--- src/rtl/muldiv_unit.sv ---
// Iterative signed/unsigned multiply/divide into HI/LO, one operand bit per cycle.
// Result and done arrive WIDTH+1 cycles after an accepted start; starts while busy are dropped.
module muldiv_unit #(
  parameter int WIDTH = 32
) (
  input  logic             clk,
  input  logic             reset,
  input  logic             start,
  input  logic [5:0]       Signal,
  input  logic [WIDTH-1:0] dataA,
  input  logic [WIDTH-1:0] dataB,
  output logic [WIDTH-1:0] Output,
  output logic             busy,
  output logic             done,
  output logic             div_by_zero
);

  localparam int CW = (WIDTH > 1) ? $clog2(WIDTH) : 1;
  localparam logic [5:0] F_MFHI  = 6'd16;
  localparam logic [5:0] F_MFLO  = 6'd18;
  localparam logic [5:0] F_MULT  = 6'd24;
  localparam logic [5:0] F_MULTU = 6'd25;
  localparam logic [5:0] F_DIV   = 6'd26;
  localparam logic [5:0] F_DIVU  = 6'd27;

  typedef enum logic [1:0] {IDLE, CALC, FIX} state_t;

  state_t               state_q;
  logic [2*WIDTH-1:0]   acc_q;
  logic [WIDTH-1:0]     addend_q, hi_q, lo_q;
  logic [CW-1:0]        cnt_q;
  logic                 is_div_q, neg_q, rneg_q, bz_q;
  logic                 busy_q, done_q, dz_q;

  logic                 is_op, sgn_op;
  logic [WIDTH-1:0]     a_mag, b_mag;
  logic [WIDTH:0]       mul_sum, div_trial;
  logic [2*WIDTH:0]     div_shift;
  logic [2*WIDTH-1:0]   acc_d, prod_d;
  logic [WIDTH-1:0]     quot_d, rem_d;

  always_comb begin
    is_op  = (Signal == F_MULT) || (Signal == F_MULTU) || (Signal == F_DIV) || (Signal == F_DIVU);
    sgn_op = (Signal == F_MULT) || (Signal == F_DIV);
    a_mag  = (sgn_op && dataA[WIDTH-1]) ? -dataA : dataA;
    b_mag  = (sgn_op && dataB[WIDTH-1]) ? -dataB : dataB;

    // Multiply: acc = {partial product, remaining multiplier bits}, shifted right.
    mul_sum = {1'b0, acc_q[2*WIDTH-1:WIDTH]} + (acc_q[0] ? {1'b0, addend_q} : '0);
    // Divide: acc = {partial remainder, dividend/quotient bits}, shifted left.
    div_shift = {acc_q, 1'b0};
    div_trial = div_shift[2*WIDTH:WIDTH] - {1'b0, addend_q};

    if (is_div_q)
      acc_d = div_trial[WIDTH] ? div_shift[2*WIDTH-1:0]
                               : {div_trial[WIDTH-1:0], div_shift[WIDTH-1:1], 1'b1};
    else
      acc_d = {mul_sum, acc_q[WIDTH-1:1]};

    prod_d = neg_q  ? -acc_q : acc_q;
    quot_d = neg_q  ? -acc_q[WIDTH-1:0] : acc_q[WIDTH-1:0];
    rem_d  = rneg_q ? -acc_q[2*WIDTH-1:WIDTH] : acc_q[2*WIDTH-1:WIDTH];
  end

  always_ff @(posedge clk or posedge reset) begin
    if (reset) begin
      state_q  <= IDLE;
      acc_q    <= '0;
      addend_q <= '0;
      hi_q     <= '0;
      lo_q     <= '0;
      cnt_q    <= '0;
      is_div_q <= 1'b0;
      neg_q    <= 1'b0;
      rneg_q   <= 1'b0;
      bz_q     <= 1'b0;
      busy_q   <= 1'b0;
      done_q   <= 1'b0;
      dz_q     <= 1'b0;
    end else begin
      done_q <= 1'b0;
      case (state_q)
        IDLE: begin
          if (start && is_op) begin
            state_q  <= CALC;
            busy_q   <= 1'b1;
            dz_q     <= 1'b0;
            is_div_q <= Signal[1];
            neg_q    <= sgn_op && (dataA[WIDTH-1] ^ dataB[WIDTH-1]);
            rneg_q   <= sgn_op && dataA[WIDTH-1];
            bz_q     <= (dataB == '0);
            cnt_q    <= CW'(WIDTH - 1);
            addend_q <= Signal[1] ? b_mag : a_mag;
            acc_q    <= {{WIDTH{1'b0}}, (Signal[1] ? a_mag : b_mag)};
          end
        end
        CALC: begin
          acc_q <= acc_d;
          cnt_q <= cnt_q - 1'b1;
          if (cnt_q == '0)
            state_q <= FIX;
        end
        FIX: begin
          if (is_div_q) begin
            // Zero divisor: remainder path already yields the dividend; quotient forced to all ones.
            hi_q <= rem_d;
            lo_q <= bz_q ? '1 : quot_d;
            dz_q <= bz_q;
          end else begin
            hi_q <= prod_d[2*WIDTH-1:WIDTH];
            lo_q <= prod_d[WIDTH-1:0];
          end
          busy_q  <= 1'b0;
          done_q  <= 1'b1;
          state_q <= IDLE;
        end
        default: state_q <= IDLE;
      endcase
    end
  end

  always_comb begin
    Output = '0;
    case (Signal)
      F_MFHI:  Output = hi_q;
      F_MFLO:  Output = lo_q;
      default: Output = '0;
    endcase
  end

  assign busy        = busy_q;
  assign done        = done_q;
  assign div_by_zero = dz_q;

endmodule
--- config.mk ---
export PLATFORM = sky130hd
export DESIGN_NAME = muldiv_unit
export DESIGN_NICKNAME = d
export VERILOG_FILES = /design/src/rtl/muldiv_unit.sv
export SDC_FILE = /design/constraint.sdc
export NUM_CORES = 1
export LEC_CHECK = 0
export BUFFER_PORTS_ARGS = -buffer_cell sky130_fd_sc_hd__buf_2
export CAP_MARGIN = 15
export CORE_MARGIN = 1.5
export CORE_UTILIZATION = 45
export CTS_CLUSTER_SIZE = 28
export DETAILED_ROUTE_END_ITERATION = 8
export GPL_TIMING_DRIVEN = 1
export PLACE_DENSITY = 0.73
export SLEW_MARGIN = 20
export SYNTH_ARGS = -nofsm -noshare
export SYNTH_HDL_FRONTEND = slang
export SYNTH_SLANG_ARGS = --single-unit
export TNS_END_PERCENT = 30
--- constraint.sdc ---
create_clock -name clk -period 8 [get_ports clk]
set_input_delay 1.6 -clock clk [delete_from_list [all_inputs] [get_ports clk]]
set_output_delay 1.6 -clock clk [all_outputs]
set_load 0.01 [all_outputs]
==> results of run 1 <==
-- synthesized netlist by cell type (14+ instances only) --
cell type,instances
xnor2_1,89
a22oi_1,22
nand2b_1,20
a211oi_1,63
o31ai_1,23
mux2i_1,96
nand3_1,30
o21ai_0,170
a21o_1,18
nor2b_1,16
nor3_1,35
inv_1,63
ha_1,70
xor2_1,82
a21oi_1,168
nor2_1,228
nand2_1,165
nor4_1,14
clkbuf_1,93
dfrtp_1,174
-- through the flow --
stage / setup WS [ns] / utilization
floorplan: 1.68 / -
global route: 2.79 / 0.502
CTS: 2.76 / 0.502
detailed placement: 2.76 / 0.484
finish: 3.04 / 0.502
global placement: 2.98 / 0.484
-- worst reg2reg max path, cell delays in order (launching register included) --
cell	delay (ns)
dfrtp_1	0.44
inv_1	0.28
buf_4	0.37
nor2_1	0.09
ha_1	0.35
a21oi_1	0.20
o21bai_1	0.08
a211oi_1	0.64
a2111oi_0	0.36
o41ai_1	0.69
o221ai_1	0.27
o21ai_0	0.46
mux2i_1	0.15
a221oi_1	0.23
o21ai_0	0.13
-- power by group through the flow --
stage          logic (mW)  clock network, mW  registers [mW]
6_report             3.12              0.837            1.55
2_1_floorplan        2.47                  0            1.32
3_3_place_gp         3.01                  0            1.53
3_5_place_dp         3.06                  0            1.54
5_1_grt              3.44              0.878            1.57
4_1_cts              3.08              0.836            1.52
-- layout make-up --
| cell class | count | share of cell area |
|---|---|---|
| inverter | 65 | 0.0156 |
| clock inverter | 12 | 0.00801 |
| multi-input combinational | 1500 | 0.603 |
| timing repair buffer | 120 | 0.0399 |
| tap | 402 | 0.0316 |
| antenna | 1 | 0.000157 |
| sequential | 174 | 0.273 |
| clock buffer | 20 | 0.0280 |
-- placed cells by master, fill, tap and decap left out, types with 13 or more instances in the layout --
master	Yosys	final
a211oi_1	63	63
a21o_1	18	18
a21oi_1	168	167
a22oi_1	22	22
buf_2	4	106
buf_4	0	14
clkbuf_16	0	17
dfrtp_1	174	173
ha_1	70	70
inv_1	63	62
mux2i_1	96	96
nand2_1	165	165
nand2b_1	20	18
nand3_1	30	30
nor2_1	228	226
nor2b_1	16	15
nor3_1	35	35
nor4_1	14	14
o211ai_1	13	13
o21ai_0	170	170
o21bai_1	13	13
o31ai_1	23	23
or3_1	13	13
xnor2_1	89	89
xor2_1	82	82
-- per-layer routing --
metal  vias up  GRT usage
met5         -          0
met4         0     0.0879
met3        78     0.0377
met2       568      0.407
met1      6666      0.391
li1       6673          -
-- registers in the layout (all words and copies together), names as in the netlist --
signal	flops
acc_q	64
addend_q	32
busy	1
bz_q	1
cnt_q	5
div_by_zero	1
done	1
hi_q	32
is_div_q	1
lo_q	32
neg_q	1
rneg_q	1
state_q	2
-- cell families (layout without fill, tap and decap cells) --
kind of cell	count (synthesis)	after routing	share of synthesized area
DFF	174	174	0.299
xor gates and xnor gates	171	171	0.103
muxes	96	96	0.0659
buffers and inverters	169	217	0.0438
and+or+nand+nor	586	586	0.184
other	0	1	0
adders and majority gates	72	72	0.0628
AOI/OAI and AO/OA	575	575	0.242
-- path summary, 6_finish.rpt --
check | startpoint | end
setup reg to reg | acc_q[0] | acc_q[62]
setup / recovery | Signal[5] | Output[18]
hold / removal | busy | busy
hold reg to reg | busy | busy
min in group asynchronous | reset | lo_q[6]
max in group asynchronous | reset | is_div_q
==> metrics.txt, run 1 <==
outcome completed; total routed wirelength 45400 um; nets@finish 2023; Clk network pwr share 0.152; Multi-input gate area 9610 um^2; Min Hold Slack ~0.48 ns; crit path cell chain buf_2 -> nor3b_1 -> nor2b_1 -> nand2b_2 -> nor2_1 -> buf_2; drt first pass iters 5; Hold Path Stages 2; Setup Buffers After CTS 0; Relative slew margins 0.232; CTS buffer count 17; num rows 65; Storage cell area about 4400 um^2; Worst path most repeated cell buf_2; Post-Route M1 WL ~21000 um; Seq/Total Area, Yosys 0.299; worst r2r path cells 14; Port Buffers about 110; clock root buffer clkbuf_16; critical path's slowest cell nand2b_2; Yosys warning count 0; Syn Inst Count 1843; Max Slew Vio Count 0; Worst setup SP type input pin; Final Hold Viols 0; fill count 3053; Synth area leader dfrtp_1; RD Place Congestion between 0.9 and 1; post-route antenna net violation count 0; hpwl dp between 30000 and 40000 um; post-synth cell types 69; number of global-route vias before repair between 10000 and 15000; post-synthesis cell area roughly 15000 um^2; Design Area, Final 15900 um^2; H-tree depth 4; Crit path buffers/inverters 2; Top delay family on crit path simple AND/OR/NAND/NOR gates; clk_lat worst skew roughly 0.45 ns; Layout Cells excl Fill 2294; DIE WIDTH ~180 um; Net Switching roughly 2.7 mW; Crit path depth 6; Worst Path Max Fanout 32; Comb pwr share 0.567; Async S/R FF share, synth 1.00; met3 wire len roughly 3200 um; DR DRC count 0; IO Pins around 110; antenna violations before repair 0; syn_area_per_cell 7.91 um^2; FMAX around 200 MHz; Starting Density 0.460; Cell Pwr Density approximately 350 nW/um^2; post-synth top area share 0.299; fraction of layout cells with a size suffix above 1 0.0941; CTS tree yes; Worst EP arrival between 3 and 4 ns; core area roughly 32000 um^2; Slew @ Worst Pin 1.15 ns; drt wl/cell 19.8 um; count of final setup violators 0; drt initial violations roughly 1500; vias post-DR about 14000; skew final slightly below 0.01 ns; Flop pwr share 0.281; met2 WL post-DR 19900 um; syn nets between 1500 and 2000; Critical Path RT ~6.4 ns; CTS sink count 174; #FFs+latches synth approximately 170; Max-cap violations 0; cts repair resizes 0; Synth area leaders dfrtp_1 30%, mux2i_1 6.6%, ha_1 6.0%; Lkg Pwr slightly below 7 nW; Cell Int Power 2.81 mW; placed insts between 2000 and 2500; Clock transition at path regs around 0.070 ns; Sw Ratio 0.490; All-Layer GR Usage 0.268; Die Ht about 180 um; Top Metal Used met4; largest net degree at the start of global routing ~110; first-pass GRT wire length approximately 70000 um; R2R Setup Slk 3.10 ns; Max stage delay on crit path a little under 0.5 ns; Hold/Removal Path Class reg -> reg; Setup CP Type in -> out; total negative slack 0 ns; Total Power around 5.5 mW; gr ovfl total 0; Die ar. between 30000 and 40000 um^2; EDFF count, synth 0; P&R area growth vs syn 9.24%; Placement Cell Area 15400 um^2; Primary FF master, synth dfrtp_1; VDD IR max 0.194 mV; Via density a little over 6; CP Capture Type output pin; Clock Tree Buf Depth 2; RSZ-0062 raised after global routing false; Period minus WS final a little under 5 ns; final period utilization 0.620; Post-CTS Hold Fix Bufs 0
Note: power is estimated with default switching activity, not from simulation.
==> inputs of run 2 (changes only) <==
- clock period: 8 -> 5.2 ns (I/O delays scaled with it)
==> metrics.txt, run 2 (synthesized netlist as in run 1, its figures left out) <==
outcome completed; largest net degree at the start of global routing 175 (+56%); cts repair resizes 0 (unchanged); DR DRC count 0 (unchanged); Top delay family on crit path compound AO/OA/AOI/OAI gates; RD Place Congestion 0.966 (+3.5%); crit path cell chain inv_1 -> buf_4 -> nor2_1 -> ha_1 -> inv_1 -> o21bai_1 -> a211oi_1 -> a2111oi_0 -> o41ai_1 -> o221ai_1 -> o21ai_0 -> mux2i_1 -> a221oi_1 -> o21ai_0; drt first pass iters 6 (+1); gr ovfl total 0 (unchanged); CP Capture Type flop; Storage cell area 4360 um^2 (unchanged); Setup CP Type reg -> reg; diodes inserted 0 (-1); final period utilization 0.838; Via density 6.07 (-0.42%); register name with the most flops acc_q; num rows 65 (unchanged); CTS sink count 174 (unchanged); Port Buffers 107 (unchanged); Clock transition at path regs 0.07 ns (about the same); drt initial violations 1099 (-29%); Max stage delay on crit path 0.63 ns (+0.14 ns); nets@finish 2026 (+0.15%); number of global-route vias before repair 13000 (+3.8%); post-route antenna net violation count 0 (unchanged); CTS tree yes; max FFs per register 64 (unchanged); antenna violations before repair 0 (unchanged); critical path's slowest cell o41ai_1; Relative slew margins 0.245 (+0.0129); Worst EP arrival 4.66 ns (+1.30 ns); Slew @ Worst Pin 1.13 ns (-0.0178 ns); Critical Path RT 5.50 ns (-0.90 ns); Max Slew Vio Count 0 (unchanged); Lkg Pwr 6.96 nW (+0.48%); Die Ht 183 um (unchanged); Setup Buffers After CTS 0 (unchanged); Die ar. 33500 um^2 (unchanged); Clock Tree Buf Depth 2 (unchanged); All-Layer GR Usage 0.273 (+0.00536); Max-cap violations 0 (unchanged); Crit path buffers/inverters 3 (+1); hpwl dp 35200 um (+0.81%); clk_lat worst skew 0.45 ns (about the same); total routed wirelength 45900 um (+0.93%); Design Area, Final 16000 um^2 (+0.35%); core area 31700 um^2 (unchanged); drt wl/cell 20.0 um (+0.84%); Period minus WS final around 4.4 ns; Starting Density 0.460 (unchanged); clock root buffer clkbuf_16; vias post-DR 13900 (-0.34%); fill count 3082 (+0.95%); skew final 0.0141 ns (+0.00435 ns); fraction of layout cells with a size suffix above 1 0.0961 (+0.00196); Placement Cell Area 15400 um^2 (+0.30%); Final Hold Viols 0 (unchanged); count of final setup violators 0 (unchanged); total negative slack 0 ns (unchanged); FMAX ~230 MHz; Hold/Removal Path Class reg -> reg; H-tree depth 4 (unchanged); P&R area growth vs syn 9.62%; Worst Path Max Fanout 23 (-28%); RSZ-0062 raised after global routing false; Post-CTS Hold Fix Bufs 0 (unchanged); commonest non-fill, non-tap cell in the layout nor2_1; VDD IR max 0.833 mV (+330%); IO Pins 108 (unchanged); CTS buffer count 17 (unchanged); first-pass GRT wire length 71200 um (+1.6%); most frequent cells in the layout 226 x nor2_1, 173 x dfrtp_1, 170 x o21ai_0; Cell Pwr Density 533 nW/um^2 (+54%); Worst setup SP type flop; Multi-input gate area 9610 um^2 (unchanged); DIE WIDTH 183 um (unchanged)
==> run 2: path summary, 6_finish.rpt <==
path                       slack [ns]  cells after the start        end  startpoint
max                              0.84                     14  acc_q[62]    acc_q[0]
min                              0.48                      2    hi_q[4]     hi_q[4]
max reg2reg                      0.84                     14  acc_q[62]    acc_q[0]
min reg2reg                      0.48                      2    hi_q[4]     hi_q[4]
max in group asynchronous        3.59                      3   is_div_q       reset
min in group asynchronous        0.89                      3    lo_q[4]       reset
==> run 2: metrics by stage <==
step           std cells  hold WS, ns  setup slack (ns)   util  total power [mW]
3_5_place_dp        2264        0.471             0.967  0.486              7.13
4_1_cts             2296        0.487             0.925  0.504              8.45
6_report            2296        0.483             0.841  0.504              8.53
5_1_grt             2296        0.506             0.464  0.504              9.16
2_1_floorplan       1843        0.449              1.60      -              5.83
3_3_place_gp        2264        0.459              1.03  0.486              7.02
==> run 2: routing by layer <==
metal  GRT usage  vias up  share of wire
li1            -     6699              -
met1       0.367     6630           0.44
met2       0.433      518           0.45
met3      0.0600       91          0.077
met4       0.100        0          0.031
met5           0        -              0
==> run 2: layout make-up <==
class | count | share of cell area
sequential | 174 | 0.272
tap | 402 | 0.0315
clock buffer | 18 | 0.0268
multi-input combinational | 1500 | 0.601
clock inverter | 14 | 0.00986
timing repair buffer | 123 | 0.0427
inverter | 65 | 0.0155
==> run 2: worst min-delay path, cell delays in order, from the launching register on <==
cell and delay, ns:
dfrtp_1 0.34, nand2_1 0.05, o21ai_0 0.06
==> run 2: where the power goes <==
part           internal, mW  switching [mW]
clock network         0.683           0.626
logic                  2.01            2.79
registers              1.67           0.753
